File: config.mk
export PLATFORM = sky130hd
export DESIGN_NAME = disp_share_arbiter
export DESIGN_NICKNAME = d
export VERILOG_FILES = /design/src/rtl/disp_share_arbiter.sv
export SDC_FILE = /design/constraint.sdc
export NUM_CORES = 1
export LEC_CHECK = 0
export BUFFER_PORTS_ARGS = -buffer_cell sky130_fd_sc_hd__clkbuf_2
export CAP_MARGIN = 10
export CORE_MARGIN = 4
export CORE_UTILIZATION = 25
export CTS_BUF_LIST = sky130_fd_sc_hd__clkbuf_2
export DETAILED_ROUTE_END_ITERATION = 7
export REMOVE_ABC_BUFFERS = 1
export SETUP_SLACK_MARGIN = 0.5
export SLEW_MARGIN = 20
export SYNTH_ARGS = -nofsm -noshare
export SYNTH_HDL_FRONTEND = slang
export SYNTH_HIERARCHICAL = 1
export SYNTH_SLANG_ARGS = --single-unit
File: constraint.sdc
create_clock -name clk -period 4.1 [get_ports clk]
set_input_delay 0.41 -clock clk [delete_from_list [all_inputs] [get_ports clk]]
set_output_delay 0.41 -clock clk [all_outputs]
set_load 0.05 [all_outputs]
File: src/rtl/disp_share_arbiter.sv
// Round-robin sharing of one 4-digit hex display among N_REQ sources,
// with a minimum dwell per grant and leading-zero blanking of the shown word.

// Per-source lane: leading-zero blank mask for that source's word.
module disp_share_lane #(
  parameter int LZ_BLANK = 1
) (
  input  logic [15:0] word,
  output logic [3:0]  blank
);
  logic d3, d2, d1;

  always_comb begin
    d3 = (word[15:12] == 4'h0);
    d2 = d3 && (word[11:8] == 4'h0);
    d1 = d2 && (word[7:4] == 4'h0);
    if (LZ_BLANK != 0) blank = {d3, d2, d1, 1'b0};
    else               blank = 4'h0;
  end
endmodule

module disp_share_arbiter #(
  parameter int N_REQ    = 4,
  parameter int DWELL    = 8,
  parameter int DWELL_W  = 4,
  parameter int LZ_BLANK = 1
) (
  input  logic                 clk,
  input  logic                 rst,
  input  logic [N_REQ-1:0]     req,
  input  logic [16*N_REQ-1:0]  req_data,
  output logic [N_REQ-1:0]     gnt,
  output logic [2:0]           owner,
  output logic [15:0]          disp_data,
  output logic [3:0]           disp_blank,
  output logic                 switch_p
);

  typedef enum logic {S_IDLE, S_GRANT} state_t;

  state_t               state, nxt_state;
  logic [DWELL_W-1:0]   dwell_cnt, nxt_dwell;
  logic [2:0]           rr_ptr, nxt_rr;
  logic [N_REQ-1:0]     nxt_gnt;
  logic [2:0]           nxt_owner;
  logic [15:0]          nxt_data;
  logic [3:0]           nxt_blank;
  logic                 nxt_sw;

  logic [N_REQ-1:0][15:0] words;
  logic [N_REQ-1:0][3:0]  lane_blank;

  logic [2:0]           pick;
  logic                 pick_vld;
  logic [N_REQ-1:0]     pick_oh;
  logic                 new_grant;
  logic                 own_req, other_req, dwell_zero;
  logic [N_REQ-1:0]     sel_oh;
  logic [15:0]          sel_word;
  logic [3:0]           sel_blank;
  logic [3:0]           idx;

  assign words = req_data;

  for (genvar k = 0; k < N_REQ; k++) begin : g_lane
    disp_share_lane #(.LZ_BLANK(LZ_BLANK)) u_lane (
      .word  (words[k]),
      .blank (lane_blank[k])
    );
  end

  // gnt is the owner's one-hot while granted, so it doubles as the owner mask.
  assign own_req    = |(req & gnt);
  assign other_req  = |(req & ~gnt);
  assign dwell_zero = (dwell_cnt == '0);

  // rr_ptr is always owner+1 while granted, so one search serves both
  // the idle/release case and the rotate-from-o+1 case.
  always_comb begin
    pick     = '0;
    pick_vld = 1'b0;
    idx      = '0;
    for (int i = 0; i < N_REQ; i++) begin
      idx = {1'b0, rr_ptr} + 4'(i);
      if (idx >= 4'(N_REQ)) idx = idx - 4'(N_REQ);
      for (int k = 0; k < N_REQ; k++) begin
        if (!pick_vld && req[k] && (idx == 4'(k))) begin
          pick     = 3'(k);
          pick_vld = 1'b1;
        end
      end
    end
  end

  always_comb begin
    pick_oh = '0;
    for (int k = 0; k < N_REQ; k++) pick_oh[k] = pick_vld && (pick == 3'(k));
  end

  // State register
  always_ff @(posedge clk) begin
    if (rst) begin
      state      <= S_IDLE;
      gnt        <= '0;
      owner      <= '0;
      disp_data  <= 16'h0000;
      disp_blank <= 4'hF;
      switch_p   <= 1'b0;
      dwell_cnt  <= '0;
      rr_ptr     <= '0;
    end else begin
      state      <= nxt_state;
      gnt        <= nxt_gnt;
      owner      <= nxt_owner;
      disp_data  <= nxt_data;
      disp_blank <= nxt_blank;
      switch_p   <= nxt_sw;
      dwell_cnt  <= nxt_dwell;
      rr_ptr     <= nxt_rr;
    end
  end

  // Next-state logic
  always_comb begin
    nxt_state = state;
    new_grant = 1'b0;
    case (state)
      S_IDLE: begin
        if (|req) begin
          nxt_state = S_GRANT;
          new_grant = 1'b1;
        end
      end
      S_GRANT: begin
        if (!own_req) begin
          // Release ignores dwell; hand over on the same edge if anyone waits.
          if (other_req) new_grant = 1'b1;
          else           nxt_state = S_IDLE;
        end else if (dwell_zero && other_req) begin
          new_grant = 1'b1;
        end
      end
      default: nxt_state = S_IDLE;
    endcase
  end

  // Output / datapath logic
  always_comb begin
    sel_oh    = new_grant ? pick_oh : gnt;
    sel_word  = '0;
    sel_blank = '0;
    for (int k = 0; k < N_REQ; k++) begin
      if (sel_oh[k]) begin
        sel_word  = sel_word  | words[k];
        sel_blank = sel_blank | lane_blank[k];
      end
    end

    nxt_gnt   = (nxt_state == S_GRANT) ? sel_oh : '0;
    nxt_owner = new_grant ? pick : owner;
    nxt_data  = (nxt_state == S_GRANT) ? sel_word : disp_data;
    nxt_blank = (nxt_state == S_GRANT) ? sel_blank : 4'hF;
    nxt_sw    = new_grant;

    if (new_grant)        nxt_dwell = DWELL_W'(DWELL - 1);
    else if (!dwell_zero) nxt_dwell = dwell_cnt - DWELL_W'(1);
    else                  nxt_dwell = dwell_cnt;

    nxt_rr = rr_ptr;
    if (new_grant) nxt_rr = (pick == 3'(N_REQ - 1)) ? 3'd0 : pick + 3'd1;
  end

endmodule

# Word-level counts from Yosys, hierarchy flattened

Cells that the tools add are included.

Bits of input ports: 70
Register bits after elaboration: 36

Reduce and logical (&&, ||, !) cells: 82
$add $sub $neg: 9
Mux-type cells: 54
Bitwise gates (word level): 11
Equal/unequal tests: 16
Order comparisons: 4

Operator list:

| kind                                                 | number |
|---|---|
| zero test 4 bit                                      | 17 |
| two-way mux 16 bit                                   | 4 |
| OR 16 bit                                            | 3 |
| two-way mux 3 bit                                    | 15 |
| logical AND 1 bit                                    | 44 |
| two-way mux 4 bit                                    | 9 |
| == test 4 x 2 -> 1 bit (second input constant)       | 8 |
| two-way mux 1 bit                                    | 22 |
| == test 4 x 1 -> 1 bit (second input constant)       | 4 |
| zero test 1 bit                                      | 15 |
| >= comparator 4 x 3 -> 1 bit (second input constant) | 3 |
| OR 4 bit                                             | 3 |
| OR reduction 4 bit                                   | 3 |
| subtractor 4 x 3 -> 4 bit (second input constant)    | 3 |
| adder 3 x 2 -> 4 bit (second input constant)         | 2 |
| AND 4 bit                                            | 2 |
| == test 3 x 2 -> 1 bit (second input constant)       | 2 |
| adder 3 x 1 -> 4 bit (second input constant)         | 1 |
| two-way mux 2 bit                                    | 2 |
| inverter 4 bit                                       | 1 |
| one-hot mux 1 bit (2 select lines)                   | 2 |
| OR reduction 2 bit                                   | 2 |
| subtractor 3 x 3 -> 4 bit (second input constant)    | 1 |
| subtractor 4 x 1 -> 4 bit (second input constant)    | 1 |
| 6 further kinds                                      | 7 |

# Depth between registers and ports, before layout

Gate-level depths: netlist of the first run.

Depth in word-level cells: 75
Gate-level depth with buffers: 15

# Hierarchy

Netlist of the first run, hierarchy kept.

By module, submodules not included:

| module             | area each (sq um) | times used | cells each | seq. area each (sq um) |
|---|---|---|---|---|
| disp_share_arbiter | 2712.6            | 1          | 306        | 680.7 |
| disp_share_lane    | 77.6              | 4          | 11         | 0.0 |

# Least setup slack after synthesis of the first run

Ideal clock, no wire load.

Kind: register -> register
Start point: reg rr_ptr[0]
End point: reg disp_data[10]
Data arrival time: 3086 ps
Cell stages (with the launch flop): 16
Path buffers: 3
Setup slack: 900 ps
Data required time: 3986 ps
Setup time: 114 ps
Clock period less this slack: 3200 ps
Cells stage by stage: dfxtp_1 buf_6 nor2_2 inv_1 ha_1 nor2_1 o211ai_1 o211ai_4 o32ai_1 inv_1 ha_1 clkbuf_1 clkbuf_1 a222oi_1 o221ai_2 o2bb2ai_2

Longest elaborated chain between the ends: 75

RTL lines:

| element                                                                 | RTL line | text |
|---|---|---|
| start: declaration                                                      | 43       | `logic [2:0] rr_ptr, nxt_rr;` |
| start signal: assignment                                                | 119      | `rr_ptr <= nxt_rr;` |
| subtractor 3 x 3 -> 4 bit / >= comparator 3 bit (equally long branches) | 85       | `if (idx >= 4'(N_REQ)) idx = idx - 4'(N_REQ);` |
| two-way mux 4 bit                                                       | 85       |  |
| zero test 4 bit                                                         | 87       | `if (!pick_vld && req[k] && (idx == 4'(k))) begin` |
| logical AND 1 bit                                                       | 87       |  |
| two-way mux 1 bit                                                       | 87       |  |
| zero test 1 bit                                                         | 87       |  |
| logical AND 1 bit (2 in a row)                                          | 87       |  |
| two-way mux 1 bit                                                       | 87       |  |
| [... 56 more ...]                                                       | --       |  |
| named net pick[1]                                                       | 53       | `logic [2:0] pick;` |
| [... 2 more ...]                                                        | --       |  |
| two-way mux 4 bit *                                                     | 149      | `sel_oh = new_grant ? pick_oh : gnt;` |
| two-way mux 16 bit                                                      | 153      | `if (sel_oh[k]) begin` |
| OR 16 bit                                                               | 154      | `sel_word = sel_word \| words[k];` |
| two-way mux 16 bit                                                      | 153      |  |
| OR 16 bit                                                               | 154      |  |
| two-way mux 16 bit                                                      | 153      |  |
| OR 16 bit                                                               | 154      |  |
| two-way mux 16 bit *                                                    | 153      |  |
| end signal: assignment                                                  | 115      | `disp_data <= nxt_data;` |
| end: declaration                                                        | 34       | `output logic [15:0] disp_data,` |

Mark *: on every way through the listed nets, which the timed path passes. The rest lies on a longest branch.
A chain may end at the register's enable or synchronous reset.

# Worst setup path after layout of the first run

Start point: reg rr_ptr[1]
End point: reg disp_data[1]

Same word-level chain as after synthesis.

==> results of run 1 <==
## per-stage QoR
stage	power [mW]	cells	setup slack [ns]	hold WS [ns]
finish	2.182	560	0.7743	0.1971
global route	2.325	560	0.5225	0.1659
CTS	2.160	559	0.5388	0.1872
detailed placement	1.980	551	0.5010	0.5046
global placement	1.960	551	0.5931	0.4945
floorplan	1.616	309	0.9991	0.4791
## flip-flops by register name, summed over array words and instances (netlist names)
register    cells
switch_p        1
dwell_cnt       4
gnt             4
state           1
disp_data      16
rr_ptr          2
owner           2
disp_blank      4
## cells in the mapped netlist (all sizes together), types with 2 or more instances
master       number  area (um2)
nor2             51       196.4
a222oi           36       360.4
dfxtp            34       680.7
nand2            29       108.9
buf              27       217.7
inv              19       71.32
o221ai           16       221.5
o2bb2ai          16       196.4
clkbuf           15       57.55
a21oi            13       65.06
or4              13       116.4
o21ai            11       73.83
ha               10       125.1
nor3              7       55.05
conb              6       22.52
a22oi             5       37.54
nor2b             4       25.02
a211o             3       26.28
a211oi            3       22.52
a2bb2oi           3       43.80
o211ai            3       36.28
a22o              2       17.52
dlygate4sd3       2       20.02
nand2b            2       20.02
o32ai             2       25.03
## tightest hold or removal path, stage by stage
cell       delay (ns)
clkbuf_2         0.08
nand2_1          0.05
o2bb2ai_1        0.05
## repair_timing
action / in CTS / in global routing
endpoints found under the setup margin: 1 / 18
setup buffers: 0 / 1
resized for setup: 1 / 2
## power by group
group	switching, mW	internal (mW)	total [mW]
clock	0.132	0.0419	0.174
sequential	0.144	0.439	0.582
combinational	0.919	0.507	1.43
## area by class of cell
| cell class | instances | area (um2) | area share [%] |
|---|---|---|---|
| Clock buffer | 6 | 30.03 | 0.8599 |
| Clock inverter | 2 | 8.758 | 0.2508 |
| Inverter | 19 | 71.32 | 2.042 |
| Multi-Input combinational cell | 256 | 1999 | 57.26 |
| Sequential cell | 34 | 680.7 | 19.49 |
| Tap cell | 143 | 178.9 | 5.124 |
| Timing Repair Buffer | 100 | 523.0 | 14.98 |
## cells by family (layout without fill, tap and decap cells)
group	count (synthesis)	count (layout)	share of synthesized area, %
AO/OA/AOI/OAI	122	122	40.90
XOR/XNOR	2	2	0.5796
adder cells (fa/ha/maj)	11	11	4.470
buffers and inverters	63	127	12.13
flip-flops	34	34	22.52
multiplexers	1	1	0.3311
other	6	9	0.7450
AND/OR/NAND/NOR	111	111	18.34
## layer usage
metal / track usage, % / vias up / routed length [um]
met3: 4.757 / 5 / 918
met1: 18.06 / 1470 / 4290
li1: - / 1484 / -
met4: 1.978 / 0 / 31
met5: 0 / - / 0
met2: 24.69 / 133 / 5093
## path summary, 6_finish.rpt
path           startpoint      endpoint  depth (start not counted)
max             rr_ptr[1]  disp_data[1]                         12
min          req_data[33]  disp_data[1]                          3
max reg2reg     rr_ptr[1]  disp_data[1]                         12
min reg2reg      owner[1]      owner[1]                          2
==> flow_metrics.env, run 1 <==
export IMPL_endpoint_kind="register"
export IMPL_drc=14
export IMPL_fmaxAchievable_ghz=0.3007
export IMPL_max_cap_violations=0
export IMPL_place_gp_congestion=0.8651
export IMPL_placed_cell_area_um2=3421
export IMPL_rows=39
export IMPL_synth_seq_cells=34
export IMPL_grt_pass1_wl_um=16770
export IMPL_rsz0062_at_grt="false"
export IMPL_status="finished with violations"
export IMPL_clkLatencyLatePin_ns=0.41
export IMPL_critPathArrivalTime_ns=3.65
export IMPL_drt_iter0_markers=371
export IMPL_finalSetupTns_ns=0
export IMPL_drive_gt1_share_pct=37.17
export IMPL_synth_seq_area_share_pct=22.52
export IMPL_firstDrtPassIters=8
export IMPL_syn_area_um2=3023
export IMPL_cpPeakStageDelay_ns=0.60
export IMPL_final_common_cell="clkbuf_2"
export IMPL_ios=98
export IMPL_port_buffers=96
export IMPL_ant_nets=0
export IMPL_cts_tree="yes"
export IMPL_initial_core_util_pct=26.03
export IMPL_synth_edf_count=0
export IMPL_power_density_nw_per_um2=624.8
export IMPL_vias=3092
export IMPL_fillers=1240
export IMPL_cp_required_ns=4.42
export IMPL_clockBufferDepth=2
export IMPL_path_max_fanout=21
export IMPL_grt_max_degree=27
export IMPL_fin_skew_ns=0.02660
export IMPL_startpoint_type="register"
export IMPL_crit_top_cell="inv_1"
export IMPL_setup_viol=0
export IMPL_die_area_um2=13910
export IMPL_crit_chain="nor2_2, inv_1, ha_1, or4_4, o211ai_4, or2_1, o221a_2, inv_1, ha_2, a222oi_1, o221ai_1, o2bb2ai_1"
export IMPL_overflow=0
export IMPL_synth_ff_type="dfxtp_1"
export IMPL_async_flop_share_pct=0
export IMPL_crit_slowest_cell="dfxtp_1"
export IMPL_slew_violations=0
export IMPL_fp_dieW_um=118.0
export IMPL_hp_class="input pin to register"
export IMPL_finalWorstPathRequiredPeriod_ns=3.326
export IMPL_nets=496
export IMPL_ys_warn_count=6
export IMPL_antenna_found_initial=0
export IMPL_critPathTopFamily="compound AO/OA/AOI/OAI gates"
export IMPL_cts_root_buf="clkbuf_2"
export IMPL_p_leak_nw=1.436
export IMPL_cts_clk_slew_worst_paths_ns=0.20
export IMPL_relSlewSlack_pct=29.76
export IMPL_netlist_instances=350
export IMPL_wl_per_cell_um=18.46
export IMPL_routed_wl_um=10340
export IMPL_synthDistinctLibCells=58
export IMPL_fin_crit_sh_pct=81.12
export IMPL_worstMarginPinSlew_ns=1.052
export IMPL_avgViaCountPerCell=5.521
export IMPL_ir_drop_mv=0.2656
export IMPL_syn_area_per_cell_um2=8.637
export IMPL_ctsHtreeMaxLevel=2
export IMPL_fp_coreArea_um2=11610
export IMPL_dp_hpwl_um=7519
export IMPL_final_util_pct=30.07
export IMPL_die_height_um=118.0
export IMPL_hold_violations=0
export IMPL_violations="DRC"
export IMPL_r2r_slack_ns=0.77
export IMPL_gr_usage_all_layers_pct=14.43
export IMPL_synthToLayoutAreaGrowth_pct=15.52
export IMPL_cts_hold_buf=0
export IMPL_cts_buffers=5
export IMPL_num_antenna_cells=0
export IMPL_layout_common_cells="102 x clkbuf_2, 49 x nor2_1, 36 x a222oi_1"
export IMPL_clock_sinks=34
export IMPL_critPathBufInv=2
export IMPL_worstSetupPathType="register to register"
export IMPL_fin_area_um2=3492
export IMPL_grt_pass1_vias=3216
(Power assumes the default switching activity.)
==> inputs of run 2 (changes only) <==
- clock period: 4.1 -> 3.02 ns (I/O delays scaled with it)
==> flow_metrics.env, run 2 (same netlist as run 1, synthesis figures left out) <==
export IMPL_ant_nets=0
export IMPL_hold_violations=0
export IMPL_fin_skew_ns=0.01873
export IMPL_final_util_pct=34.37
export IMPL_final_common_cell="clkbuf_2"
export IMPL_wl_per_cell_um=18.76
export IMPL_firstDrtPassIters=7
export IMPL_endpoint="disp_data[11]"
export IMPL_gr_usage_all_layers_pct=15.48
export IMPL_fp_coreArea_um2=11610
export IMPL_max_cap_violations=0
export IMPL_fp_dieW_um=118.0
export IMPL_r2r_cells=13
export IMPL_slew_violations=0
export IMPL_status="finished clean"
export IMPL_clock_sinks=34
export IMPL_p_leak_nw=1.657
export IMPL_r2r_slack_ns=0.06
export IMPL_initial_core_util_pct=26.03
export IMPL_dp_cells=573
export IMPL_layout_common_cells="101 x clkbuf_2, 48 x nor2_1, 36 x a222oi_1"
export IMPL_port_buffers=96
export IMPL_drc=0
export IMPL_finalWorstPathRequiredPeriod_ns=2.964
export IMPL_setup_viol=0
export IMPL_grt_max_degree=34
export IMPL_power_density_nw_per_um2=888.1
export IMPL_final_cells=597
export IMPL_overflow=0
export IMPL_die_area_um2=13910
export IMPL_drive_gt1_share_pct=46.48
export IMPL_top_register="disp_data"
export IMPL_ctsHtreeMaxLevel=2
export IMPL_synthToLayoutAreaGrowth_pct=32.04
export IMPL_fin_crit_sh_pct=98.14
export IMPL_ios=98
export IMPL_cts_clk_slew_worst_paths_ns=0.21
export IMPL_nets=535
export IMPL_cts_buffers=5
export IMPL_worstSetupPathType="register to register"
export IMPL_rsz0062_at_grt="true"
export IMPL_worstMarginPinSlew_ns=0.6203
export IMPL_cts_tree="yes"
export IMPL_clockBufferDepth=2
export IMPL_vias=3295
export IMPL_clkLatencyLatePin_ns=0.40
export IMPL_critPathArrivalTime_ns=3.29
export IMPL_rows=39
export IMPL_fillers=1205
export IMPL_regToRegEndpoint="disp_data[11]"
export IMPL_timing_rr_start="rr_ptr[0]"
export IMPL_cts_hold_buf=0
export IMPL_grt_pass1_wl_um=17780
export IMPL_dp_hpwl_um=7882
export IMPL_cts_root_buf="clkbuf_2"
export IMPL_avgViaCountPerCell=5.519
export IMPL_place_gp_congestion=0.9142
export IMPL_startpoint="rr_ptr[0]"
export IMPL_hp_class="input pin to register"
export IMPL_endpoint_kind="register"
export IMPL_drt_iter0_markers=423
export IMPL_grt_pass1_vias=3336
export IMPL_fmaxAchievable_ghz=0.3374
export IMPL_antenna_found_initial=0
export IMPL_startpoint_type="register"
export IMPL_num_antenna_cells=0
export IMPL_ir_drop_mv=0.3169
export IMPL_relSlewSlack_pct=58.65
export IMPL_cp_required_ns=3.35
export IMPL_die_height_um=118.0
export IMPL_path_max_fanout=10
export IMPL_largest_reg_flops=16
export IMPL_routed_wl_um=11200
## run 2: cell count changes in the layout (fill, tap and decap cells not counted), sizes merged
cell / previous run / this run
clkbuf: 102 / 101
clkinv: 2 / 1
buf: 4 / 43
## run 2: worst min path at each step
stage / start / to / slack, ns / cells after the start
2_1_floorplan: rst / dwell_cnt[0] / 0.37 / 1
3_3_place_gp: owner[1] / owner[1] / 0.49 / 2
3_5_place_dp: owner[0] / owner[0] / 0.50 / 2
4_1_cts: req_data[38] / disp_data[6] / 0.11 / 3
5_1_grt: req_data[37] / disp_data[5] / 0.1 / 3
6_report: req_data[37] / disp_data[5] / 0.11 / 3
## run 2: per-layer routing
metal | share of wire, % | track usage, % | routed length (um)
met5 | 0 | 0 | 0
met4 | 0.70 | 2.491 | 78
met3 | 8.7 | 4.277 | 979
met2 | 50 | 26.37 | 5555
met1 | 41 | 19.83 | 4587
## run 2: final cells by class
| class | count | area, um2 | area share, % |
|---|---|---|---|
| Sequential cell | 34 | 683.2 | 17.12 |
| Tap cell | 143 | 178.9 | 4.483 |
| Clock buffer | 5 | 25.02 | 0.6270 |
| Timing Repair Buffer | 139 | 902.1 | 22.60 |
| Clock inverter | 1 | 3.754 | 0.09404 |
| Inverter | 19 | 76.32 | 1.912 |
| Multi-Input combinational cell | 256 | 2122 | 53.17 |
## run 2: power breakdown
group	switching [mW]	total, mW	internal [mW]
sequential	0.100	0.698	0.598
combinational	1.54	2.63	1.09
clock	0.175	0.221	0.0461
total	1.81	3.54	1.73
## run 2: stage by stage
step           TNS [ns]  cell area (um2)  total power [mW]  hold WS (ns)  setup slack [ns]
2_1_floorplan    -1.192             2739             2.194        0.3711          -0.08094
3_3_place_gp          0             3611             2.869        0.4896           0.06508
3_5_place_dp    -0.1100             3611             2.900        0.4969          -0.04234
4_1_cts               0             3891             3.401        0.1104           0.08485
5_1_grt         -0.1149             3991             3.744       0.09901          -0.04243
6_report              0             3991             3.545        0.1129           0.05615
## run 2: critical path, cell delays in order, from the launching register on
cell and delay [ns]:
dfxtp_2 0.38, nor2_4 0.14, inv_2 0.06, ha_4 0.27
nor2_2 0.04, o211ai_1 0.29, o211ai_4 0.14, or2_1 0.24
o221a_4 0.28, ha_4 0.17, buf_8 0.14, a222oi_1 0.42
o221ai_2 0.16, o2bb2ai_2 0.15
## run 2: repair_timing
| item | 4_1_cts | 5_1_grt |
|---|---|---|
| setup buffers | 9 | 6 |
| cloned | 3 | 0 |
| resized for setup | 29 | 15 |
| pin swaps | 32 | 22 |
| setup endpoints to repair | 24 | 28 |
==> inputs of run 3 (changes only) <==
- PLACE_DENSITY_LB_ADDON: default -> 0.15
==> flow_metrics.env, run 3 (same netlist as run 1, synthesis figures left out) <==
export IMPL_nets=525
export IMPL_slew_violations=0
export IMPL_rsz0062_at_grt="true"
export IMPL_worstSetupPathType="register to register"
export IMPL_die_height_um=118.0
export IMPL_cp_required_ns=3.32
export IMPL_p_leak_nw=1.619
export IMPL_regToRegEndpoint="disp_data[13]"
export IMPL_hold_depth=3
export IMPL_fmaxAchievable_ghz=0.3506
export IMPL_holdPathEnd="disp_data[1]"
export IMPL_firstDrtPassIters=8
export IMPL_status="finished with violations"
export IMPL_startpoint_type="register"
export IMPL_dp_hpwl_um=7861
export IMPL_ios=98
export IMPL_power_density_nw_per_um2=861.7
export IMPL_ir_drop_mv=0.3244
export IMPL_synthToLayoutAreaGrowth_pct=29.80
export IMPL_crit_chain="nor2_4, inv_2, ha_4, nor2_2, o211ai_1, buf_4, o211ai_4, or2_1, o221a_4, ha_4, buf_6, a222oi_1, o221ai_2, o2bb2ai_2"
export IMPL_worstSetupPathDepth=14
export IMPL_fin_crit_sh_pct=94.43
export IMPL_grt_pass1_vias=3363
export IMPL_layout_common_cells="102 x clkbuf_2, 48 x nor2_1, 36 x a222oi_1"
export IMPL_ant_nets=0
export IMPL_relSlewSlack_pct=61.86
export IMPL_clkLatencyLatePin_ns=0.39
export IMPL_crit_slowest_cell="dfxtp_2"
export IMPL_drt_iter0_markers=335
export IMPL_fp_coreArea_um2=11610
export IMPL_dp_cells=572
export IMPL_finalSetupTns_ns=0
export IMPL_grt_max_degree=25
export IMPL_die_area_um2=13910
export IMPL_endpoint_kind="register"
export IMPL_crit_top_cell="ha_4"
export IMPL_cts_buffers=5
export IMPL_max_cap_violations=0
export IMPL_cpPeakStageDelay_ns=0.38
export IMPL_critPathBufInv=3
export IMPL_finalWorstPathRequiredPeriod_ns=2.852
export IMPL_fp_dieW_um=118.0
export IMPL_antenna_found_initial=1
export IMPL_vias=3219
export IMPL_fin_skew_ns=0.02577
export IMPL_violations="DRC"
export IMPL_setup_viol=0
export IMPL_avgViaCountPerCell=5.456
export IMPL_hp_class="input pin to register"
export IMPL_r2r_cells=14
export IMPL_timing_rr_start="rr_ptr[1]"
export IMPL_cts_clk_slew_worst_paths_ns=0.21
export IMPL_cts_hold_buf=0
export IMPL_largest_reg_flops=16
export IMPL_clockBufferDepth=2
export IMPL_top_register="disp_data"
export IMPL_final_common_cell="clkbuf_2"
export IMPL_final_util_pct=33.79
export IMPL_cts_tree="yes"
export IMPL_critPathTopFamily="compound AO/OA/AOI/OAI gates"
export IMPL_place_gp_congestion=0.8341
export IMPL_port_buffers=96
export IMPL_routed_wl_um=10910
export IMPL_wl_per_cell_um=18.49
export IMPL_drc=3
export IMPL_worstMarginPinSlew_ns=0.5720
export IMPL_ctsHtreeMaxLevel=2
export IMPL_grt_pass1_wl_um=17330
export IMPL_drive_gt1_share_pct=46.41
export IMPL_overflow=0
export IMPL_r2r_slack_ns=0.17
export IMPL_path_max_fanout=10
export IMPL_clock_sinks=34
export IMPL_gr_usage_all_layers_pct=15.05
export IMPL_min_from="req_data[33]"
export IMPL_final_cells=590
export IMPL_cts_root_buf="clkbuf_2"
export IMPL_hold_violations=0
export IMPL_rows=39
export IMPL_critPathArrivalTime_ns=3.15
export IMPL_initial_core_util_pct=26.03
## run 3: changes by cell type in the layout (fill, tap and decap cells not counted), sizes merged
cell    delta
diode      +1
clkbuf     +3
buf       -12
clkinv     +1
## run 3: worst reg2reg max path: stages (launching register included)
cell	delay (ns)
dfxtp_2	0.38
nor2_4	0.13
inv_2	0.06
ha_4	0.27
nor2_2	0.04
o211ai_1	0.16
buf_4	0.16
o211ai_4	0.08
or2_1	0.23
o221a_4	0.27
ha_4	0.18
buf_6	0.15
a222oi_1	0.37
o221ai_2	0.16
o2bb2ai_2	0.14
## run 3: worst max path at each step
stage / startpoint / endpoint
2_1_floorplan: rr_ptr[1] / disp_data[10]
3_3_place_gp: rr_ptr[0] / disp_data[1]
3_5_place_dp: rr_ptr[0] / disp_data[2]
4_1_cts: rr_ptr[1] / disp_data[5]
6_report: rr_ptr[1] / disp_data[13]
5_1_grt: rr_ptr[1] / disp_data[7]
## run 3: power by group
group / internal (mW) / switching (mW) / total [mW]
Sequential: 0.598 / 0.105 / 0.703
Clock: 0.0570 / 0.167 / 0.224
Combinational: 0.978 / 1.48 / 2.45
## run 3: timing repair
item / in CTS / in global routing
gates resized for setup: 15 / 21
gates cloned: 0 / 2
pin swaps: 19 / 23
setup endpoints to repair: 25 / 26
buffers inserted: 3 / 4
## run 3: routing by layer
metal | GRT usage [%] | vias to the layer above | part of all wire, %
met3 | 3.123 | 9 | 6.3
met1 | 19.35 | 1534 | 44
met5 | 0 | - | 0
met2 | 25.26 | 138 | 49
li1 | - | 1538 | -
met4 | 4.615 | 0 | 0.96
## run 3: area by class of cell
cell class | count | area, um2
Antenna cell | 1 | 2.502
Clock buffer | 6 | 30.03
Clock inverter | 2 | 8.758
Fill cell | 1229 | 7690
Inverter | 19 | 71.32
Multi-Input combinational cell | 256 | 2141
Sequential cell | 34 | 683.2
Tap cell | 143 | 178.9
Timing Repair Buffer | 129 | 808.3
## run 3: metrics by stage
step	setup WS [ns]	hold slack, ns	total power, mW	area, um2
CTS	0.1412	0.05732	3.230	3744
detailed placement	0.007486	0.5035	2.900	3616
finish	0.1681	0.09764	3.381	3924
global route	0.01645	0.05192	3.610	3924
floorplan	-0.08094	0.3711	2.194	2739
global placement	0.05147	0.4978	2.909	3616
